==> src/rtl/core_clk_ctrl.sv <==
// core_clk_ctrl: conditions the PLL clock into the pipeline clock and lock.
// Free-run division, single-step debug periods, delayed lock release and a
// pipeline cycle counter. All outputs are registered on I_CLOCK.
module core_clk_ctrl #(
    parameter int unsigned DIV_HALF   = 10000000,
    parameter int unsigned LOCK_DELAY = 4,
    parameter int unsigned CNT_WIDTH  = 32
) (
    input  logic                 I_CLOCK,
    input  logic                 I_RESET_N,
    input  logic                 I_RUN,
    input  logic                 I_STEP,
    output logic                 O_CLK,
    output logic                 O_LOCK,
    output logic                 O_TICK,
    output logic [CNT_WIDTH-1:0] O_CYCLE
);

    // Phase counter terminal count and effective lock delay (0 behaves as 1).
    localparam logic [CNT_WIDTH-1:0] PHASE_TC = CNT_WIDTH'(DIV_HALF);
    localparam logic [7:0]           LOCK_TC  = (LOCK_DELAY == 0) ? 8'd1 : 8'(LOCK_DELAY);

    // Synchronizer reset values: bit 0 is run (idles high), bit 1 is step.
    localparam logic [1:0] SYNC_RST = 2'b01;

    typedef enum logic [1:0] {
        S_RUN     = 2'd0,
        S_IDLE    = 2'd1,
        S_STEP_HI = 2'd2,
        S_STEP_LO = 2'd3
    } state_t;

    logic [1:0] async_in;
    logic [1:0] sync_bits;
    logic       run_s;
    logic       step_s;
    logic       step_s_d_reg;
    logic       step_pulse;

    state_t                 state_reg, state_next;
    logic [CNT_WIDTH-1:0]   phase_reg, phase_next;
    logic                   clk_reg, clk_next;
    logic                   tick_reg, tick_next;
    logic [7:0]             lock_cnt_reg, lock_cnt_next;
    logic                   lock_reg, lock_next;
    logic [CNT_WIDTH-1:0]   cycle_reg, cycle_next;
    logic                   toggle;
    logic                   rise;
    logic                   fall;

    assign async_in = {I_STEP, I_RUN};

    genvar gi;
    generate
        for (gi = 0; gi < 2; gi++) begin : g_sync
            logic meta_reg;
            logic sync_reg;
            // Two-flop synchronizer for one asynchronous control level.
            always_ff @(posedge I_CLOCK or negedge I_RESET_N) begin
                if (!I_RESET_N) begin
                    meta_reg <= SYNC_RST[gi];
                    sync_reg <= SYNC_RST[gi];
                end else begin
                    meta_reg <= async_in[gi];
                    sync_reg <= meta_reg;
                end
            end
            assign sync_bits[gi] = sync_reg;
        end
    endgenerate

    assign run_s  = sync_bits[0];
    assign step_s = sync_bits[1];

    // Delayed copy of the synchronized step level for rising-edge detection.
    always_ff @(posedge I_CLOCK or negedge I_RESET_N) begin
        if (!I_RESET_N) begin
            step_s_d_reg <= 1'b0;
        end else begin
            step_s_d_reg <= step_s;
        end
    end

    assign step_pulse = step_s & ~step_s_d_reg;
    assign toggle     = (phase_reg == PHASE_TC);

    // Next-state logic: phase counting, clock toggling and run/step sequencing.
    always_comb begin
        state_next = state_reg;
        phase_next = (state_reg == S_IDLE) ? '0 :
                     (toggle ? '0 : phase_reg + CNT_WIDTH'(1));
        clk_next   = clk_reg;
        case (state_reg)
            S_RUN: begin
                if (toggle) begin
                    clk_next = ~clk_reg;
                    // Leave only at the end of a high phase so no phase is cut short.
                    if (clk_reg && !run_s) begin
                        state_next = S_IDLE;
                    end
                end
            end
            S_IDLE: begin
                clk_next = 1'b0;
                if (run_s) begin
                    // Run has priority over a coincident step request.
                    state_next = S_RUN;
                end else if (step_pulse) begin
                    clk_next   = 1'b1;
                    state_next = S_STEP_HI;
                end
            end
            S_STEP_HI: begin
                if (toggle) begin
                    clk_next   = 1'b0;
                    state_next = S_STEP_LO;
                end
            end
            S_STEP_LO: begin
                if (toggle) begin
                    state_next = S_IDLE;
                end
            end
            default: begin
                clk_next   = 1'b0;
                phase_next = '0;
                state_next = S_IDLE;
            end
        endcase
    end

    assign rise = ~clk_reg & clk_next;
    assign fall = clk_reg & ~clk_next;

    // Tick, lock qualification and cycle counting, all keyed off clock edges.
    always_comb begin
        tick_next     = rise;
        lock_cnt_next = lock_cnt_reg;
        lock_next     = lock_reg;
        cycle_next    = cycle_reg;
        if (rise && (lock_cnt_reg != LOCK_TC)) begin
            lock_cnt_next = lock_cnt_reg + 8'd1;
        end
        // Lock releases on a falling toggle so the pipeline sees it mid low phase.
        if (fall && (lock_cnt_reg == LOCK_TC)) begin
            lock_next = 1'b1;
        end
        if (rise && lock_reg) begin
            cycle_next = cycle_reg + CNT_WIDTH'(1);
        end
    end

    // State and output registers.
    always_ff @(posedge I_CLOCK or negedge I_RESET_N) begin
        if (!I_RESET_N) begin
            state_reg    <= S_RUN;
            phase_reg    <= '0;
            clk_reg      <= 1'b0;
            tick_reg     <= 1'b0;
            lock_cnt_reg <= 8'd0;
            lock_reg     <= 1'b0;
            cycle_reg    <= '0;
        end else begin
            state_reg    <= state_next;
            phase_reg    <= phase_next;
            clk_reg      <= clk_next;
            tick_reg     <= tick_next;
            lock_cnt_reg <= lock_cnt_next;
            lock_reg     <= lock_next;
            cycle_reg    <= cycle_next;
        end
    end

    assign O_CLK   = clk_reg;
    assign O_LOCK  = lock_reg;
    assign O_TICK  = tick_reg;
    assign O_CYCLE = cycle_reg;

endmodule

==> config.mk <==
export PLATFORM = sky130hd
export DESIGN_NAME = core_clk_ctrl
export DESIGN_NICKNAME = d
export VERILOG_FILES = /design/src/rtl/core_clk_ctrl.sv
export SDC_FILE = /design/constraint.sdc
export NUM_CORES = 1
export LEC_CHECK = 0
export CORE_MARGIN = 1.5
export CORE_UTILIZATION = 55
export CTS_BUF_LIST = sky130_fd_sc_hd__clkbuf_8
export DETAILED_ROUTE_END_ITERATION = 10
export PLACE_DENSITY_LB_ADDON = 0.25
export SYNTH_ARGS = -nofsm -noshare
export SYNTH_HDL_FRONTEND = slang
export SYNTH_SLANG_ARGS = --single-unit
==> constraint.sdc <==
create_clock -name I_CLOCK -period 4 [get_ports I_CLOCK]
set_input_delay 0.4 -clock I_CLOCK [delete_from_list [all_inputs] [get_ports I_CLOCK]]
set_output_delay 0.4 -clock I_CLOCK [all_outputs]
set_load 0.05 [all_outputs]
Word level (Yosys, flattened, before mapping):

Cells that the tools add are included.

* flip-flop bits (word level): 82
* input bits: 4

* $add $sub $neg: 3
* eq/ne operators: 11
* muxes and demuxes: 14
* bitwise operators: 6
* reductions and logical operators: 7

Operators with widths (number)
* 32-bit by 1-bit adder with 32-bit output (second input constant): 2
* 32-bit two-way mux: 2
* 32-bit by 24-bit equality test with 1-bit output (second input constant): 1
* 2-bit two-way mux: 6
* 8-bit by 1-bit adder with 8-bit output (second input constant): 1
* 8-bit by 3-bit equality test with 1-bit output (second input constant): 1
* 2-bit != test (second input constant): 4
* 8-bit by 3-bit != test with 1-bit output (second input constant): 1
* 2-bit case mux with 4 select lines: 1
* 5-bit AND reduction: 1
* 2-bit equality test (second input constant): 2
* 1-bit logical AND: 4
* 1-bit two-way mux: 4
* 1-bit bitwise AND: 3
* 3-bit != test (second input constant): 1
* 1-bit NOT: 3
* 1-bit case mux with 3 select lines: 1
* 2-bit by 1-bit equality test with 1-bit output (second input constant): 1
* 2-bit logical NOT: 1
* 1-bit logical NOT: 1

Longest topological paths before layout:

* word-level depth: 8
* gate-level depth with buffers: 11
* mapped depth without buffers: 11

Least setup slack after synthesis:

OpenSTA, ideal clock, no wires.

* path kind: reg2reg
* start point: register phase_reg[0]
* end point: register cycle_reg[15], in the netlist O_CYCLE[15]
* setup time: 0.142 ns
* arrival time: 2.676 ns
* slack: 1.182 ns
* stages on the path, launching flop included: 12
* buffers on the path: 0
* clock period less this slack: 2.818 ns
* path through: dfrtp_1 -> inv_1 -> ha_1 -> nor4b_1 -> nand4_1 -> or4_1 -> ha_1 -> nand2b_1 -> a31o_2 -> nor3_2 -> nand4_1 -> xnor2_1

* cells in the longest elaborated chain, start to end: 5
* elaborated cells between the ends (all ways): 6
* those cells by class: eq/ne: 1; mux: 3; bitwise: 1; reduce/logical: 1

Ends and longest elaborated chain
* start: declaration: line 41 `logic [CNT_WIDTH-1:0] phase_reg, phase_next;`
* start signal: assignment: line 165 `phase_reg <= phase_next;`
* 32-bit by 24-bit equality test with 1-bit output (*): line 85 `assign toggle = (phase_reg == PHASE_TC);`
* 1-bit two-way mux (on tied branches): line 114, 95
* 1-bit case mux with 3 select lines (*): line 93 `case (state_reg)`
* 1-bit bitwise AND (*): line 132 `assign rise = ~clk_reg & clk_next;`
* 1-bit logical AND (*): line 148 `if (rise && lock_reg) begin`
* end signal: assignment: line 170 `cycle_reg <= cycle_next;`
* end: declaration: line 46 `logic [CNT_WIDTH-1:0] cycle_reg, cycle_next;`

Every way passes the cells marked *; elsewhere a longest branch is shown, timed or not.
A chain may end at the register's enable or synchronous reset.

Final worst setup path:

Same ends and word-level chain as after synthesis.

==> results_dict.tcl <==
set metrics [dict create \
    ant_nets 0 \
    ys.flop_type "dfrtp_1" \
    totalPowerFinal_mw 1.46 \
    initial_core_util 0.568 \
    cp_max_fo 6 \
    hold_class "input pin to async pin" \
    tns_ns 0 \
    dieArea_um2 8020 \
    critical_path_arrival_ns 3.43 \
    synthToLayoutAreaGrowth_pct 15.5 \
    setup_slack_ns 0.820 \
    max_stage_delay_ns 0.44 \
    peakVddDrop_uv 191 \
    cts-root-buf "clkbuf_8" \
    wl_per_cell_um 15.0 \
    post-cts-setup-buffers 0 \
    period_needed_ns 3.18 \
    maxCapViolations 0 \
    final_cell_area_um2 4760 \
    setup_viol 0 \
    outcome "completed" \
    drive_gt1_frac 0.0734 \
    finalCritPeriodShare 0.795 \
    track_usage 0.224 \
    pre_cts_slack_ns 0.854 \
    drt_first_iter_violations 143 \
    synth.area.top_cells "dfrtp_1 49%, xnor2_1 8.1%, xor2_1 6.4%" \
    cts_tree "done" \
    endpoint_kind "flip-flop" \
    startpoint_type "flip-flop" \
    die_width_um 89.6 \
    tightest_slew_ns 1.03 \
    gr-total-overflow 0 \
    n_antenna_cell 0 \
    routed_wl_mm 8.02 \
    worst-path-stages 11 \
    cts_buffers 9 \
    worstSetupPathType "flip-flop to flip-flop" \
    p_leak_nw 2.12 \
    relSlewSlack 0.311 \
    crit_required_ns 4.25 \
    grt_pass1_wl_mm 13.8 \
    powerDensity_nw_per_um2 307 \
    die_h_um 89.6 \
    finalMaxSlewViolations 0 \
    std_cell_rows 31 \
    grt_pass1_vias 2914 \
    reg2reg_depth 11 \
    hpwl_mm 5.64 \
    vias 3005 \
    antenna_found_initial 0 \
    cts_max_level 3 \
    clk_pin_slew_ns 0.09 \
    yosys.area.top_type_share 0.486 \
    clkLatencyLatePin_ns 0.36 \
    critPathTopFamily "simple AND/OR/NAND/NOR gates" \
    core_um2 7250 \
    syn_area_per_cell_um2 10.5 \
    postPlaceCellArea_um2 4560 \
    synthesis.nets 407 \
    synth_seq_area_share 0.499 \
    clock-sinks 82 \
    io_buffers 38 \
    nets 447 \
    cts_resized 0 \
    vias_per_cell 5.62 \
    slowest_stage "or4_1" \
    syn_inst 391 \
    grt_max_degree 83 \
    synth_area_leader_cell "dfrtp_1" \
    crit_buf_inv 1 \
    ys_ff_latch 82 \
    hold_viol 0 \
    async_reset_ff_frac 1.00 \
    io_pins 39 \
    synth_edf_count 0 \
    gp_congestion 0.886 \
    drcViolationCount 0 \
    fin_skew_ns 0.0147 \
    dr.pass1.iters 4 \
    cp_cell_sequence "inv_1 -> ha_1 -> nor4b_1 -> nand4_1 -> or4_1 -> ha_1 -> nand2b_1 -> a31o_2 -> nor3_2 -> nand4_1 -> xnor2_1" \
    netlist_area_um2 4120 \
    ys_warn_count 0 \
    synth_cell_type_count 46 \
    cts_hold_buf 0 \
    cts_buffer_depth 2 \
    max_freq_ghz 0.314 \
    grt_setup_unrepaired "false" \
]
==> cells in the final DEF (no fill, tap or decap), types with 2 or more instances in the layout <==
master and n:
nor4_1 8, and3_1 13, nor3_1 8, nand4b_1 2, nor4b_1 4, xnor2_1 38, ha_1 12, clkdlybuf4s50_1 37
nor3_2 2, o21ai_0 4, mux2i_1 3, nand4_1 26, nor2_1 50, nand2_1 25, and4_1 4, and2_1 3
xor2_1 30, nor4_4 2, dfstp_2 2, clkbuf_8 9, inv_6 2, nand4bb_1 3, clkinvlp_4 2, inv_1 16
nand3_1 28, dfrtp_1 80
==> synthesized netlist by cell type (2+ instances only) <==
library cell  instances
buf_4                 3
xnor2_1              38
and3_1               13
nor2_1               50
ha_1                 12
dfstp_2               2
and4_1                4
nor4b_1               4
nand4_1              26
nand3_1              28
nor4_1                8
nand2_1              25
nand4b_1              2
nor3_2                2
buf_6                 2
and2_1                3
nor4_4                2
nor3_1                8
dfrtp_1              80
inv_1                16
nand4bb_1             3
o21ai_0               4
mux2i_1               3
clkbuf_1              2
xor2_1               30
==> metal layers <==
metal | GRT usage | share of wire | vias to the layer above
li1 | - | - | 1439
met3 | 0.0360 | 0.048 | 9
met1 | 0.289 | 0.43 | 1457
met4 | 0.0783 | 0.012 | 0
met2 | 0.381 | 0.51 | 100
met5 | 0 | 0 | -
==> metrics by stage <==
step	utilization	hold WS, ns	std cells
after floorplan	-	0.104	391
after global placement	0.629	0.338	519
final	0.656	0.198	535
after global routing	0.656	0.298	535
after CTS	0.656	0.237	535
after detailed placement	0.629	0.337	519
==> worst register-to-register path: cells and delay by family (launching register included) <==
family	cells	cell delay, ns
AOI/OAI and AO/OA	1	0.33
DFF	1	0.43
buffers and inverters	1	0.10
xor gates and xnor gates	1	0.15
and+or+nand+nor	6	1.64
adders and majority gates	2	0.43
==> path summary, 6_finish.rpt <==
kind                                     from                 end  slack, ns
min reg2reg                g_sync[0].meta_reg  g_sync[0].sync_reg       0.34
max in group asynchronous           I_RESET_N        phase_reg[1]       3.19
max                              phase_reg[0]         O_CYCLE[15]       0.82
min in group I_CLOCK       g_sync[0].meta_reg  g_sync[0].sync_reg       0.34
min                                 I_RESET_N         O_CYCLE[12]       0.20
max reg2reg                      phase_reg[0]         O_CYCLE[15]       0.82
==> layout make-up <==
cell class                 instances  area, µm²
inverter                          16       60.1
sequential                        82       2050
timing repair buffer              38        378
clock inverter                     7       76.3
clock buffer                       9        124
tap                               99        124
fill                             588       2490
multi-input combinational        284       1940
==> kinds of logic after synthesis <==
logic type	Yosys count	share of synthesized area
flops	82	0.499
xor+xnor	68	0.145
mux	4	0.0100
buf+inv	25	0.0298
compound gates	9	0.0170
fa+ha+maj	12	0.0364
simple gates	191	0.264
==> power by group <==
| group | internal [mW] | switching, mW | total [mW] |
|---|---|---|---|
| Combinational | 0.00263 | 0.0149 | 0.0175 |
| Sequential | 0.831 | 0.00117 | 0.833 |
| Clock | 0.293 | 0.319 | 0.612 |
Power figures use the tool's default switching activity.
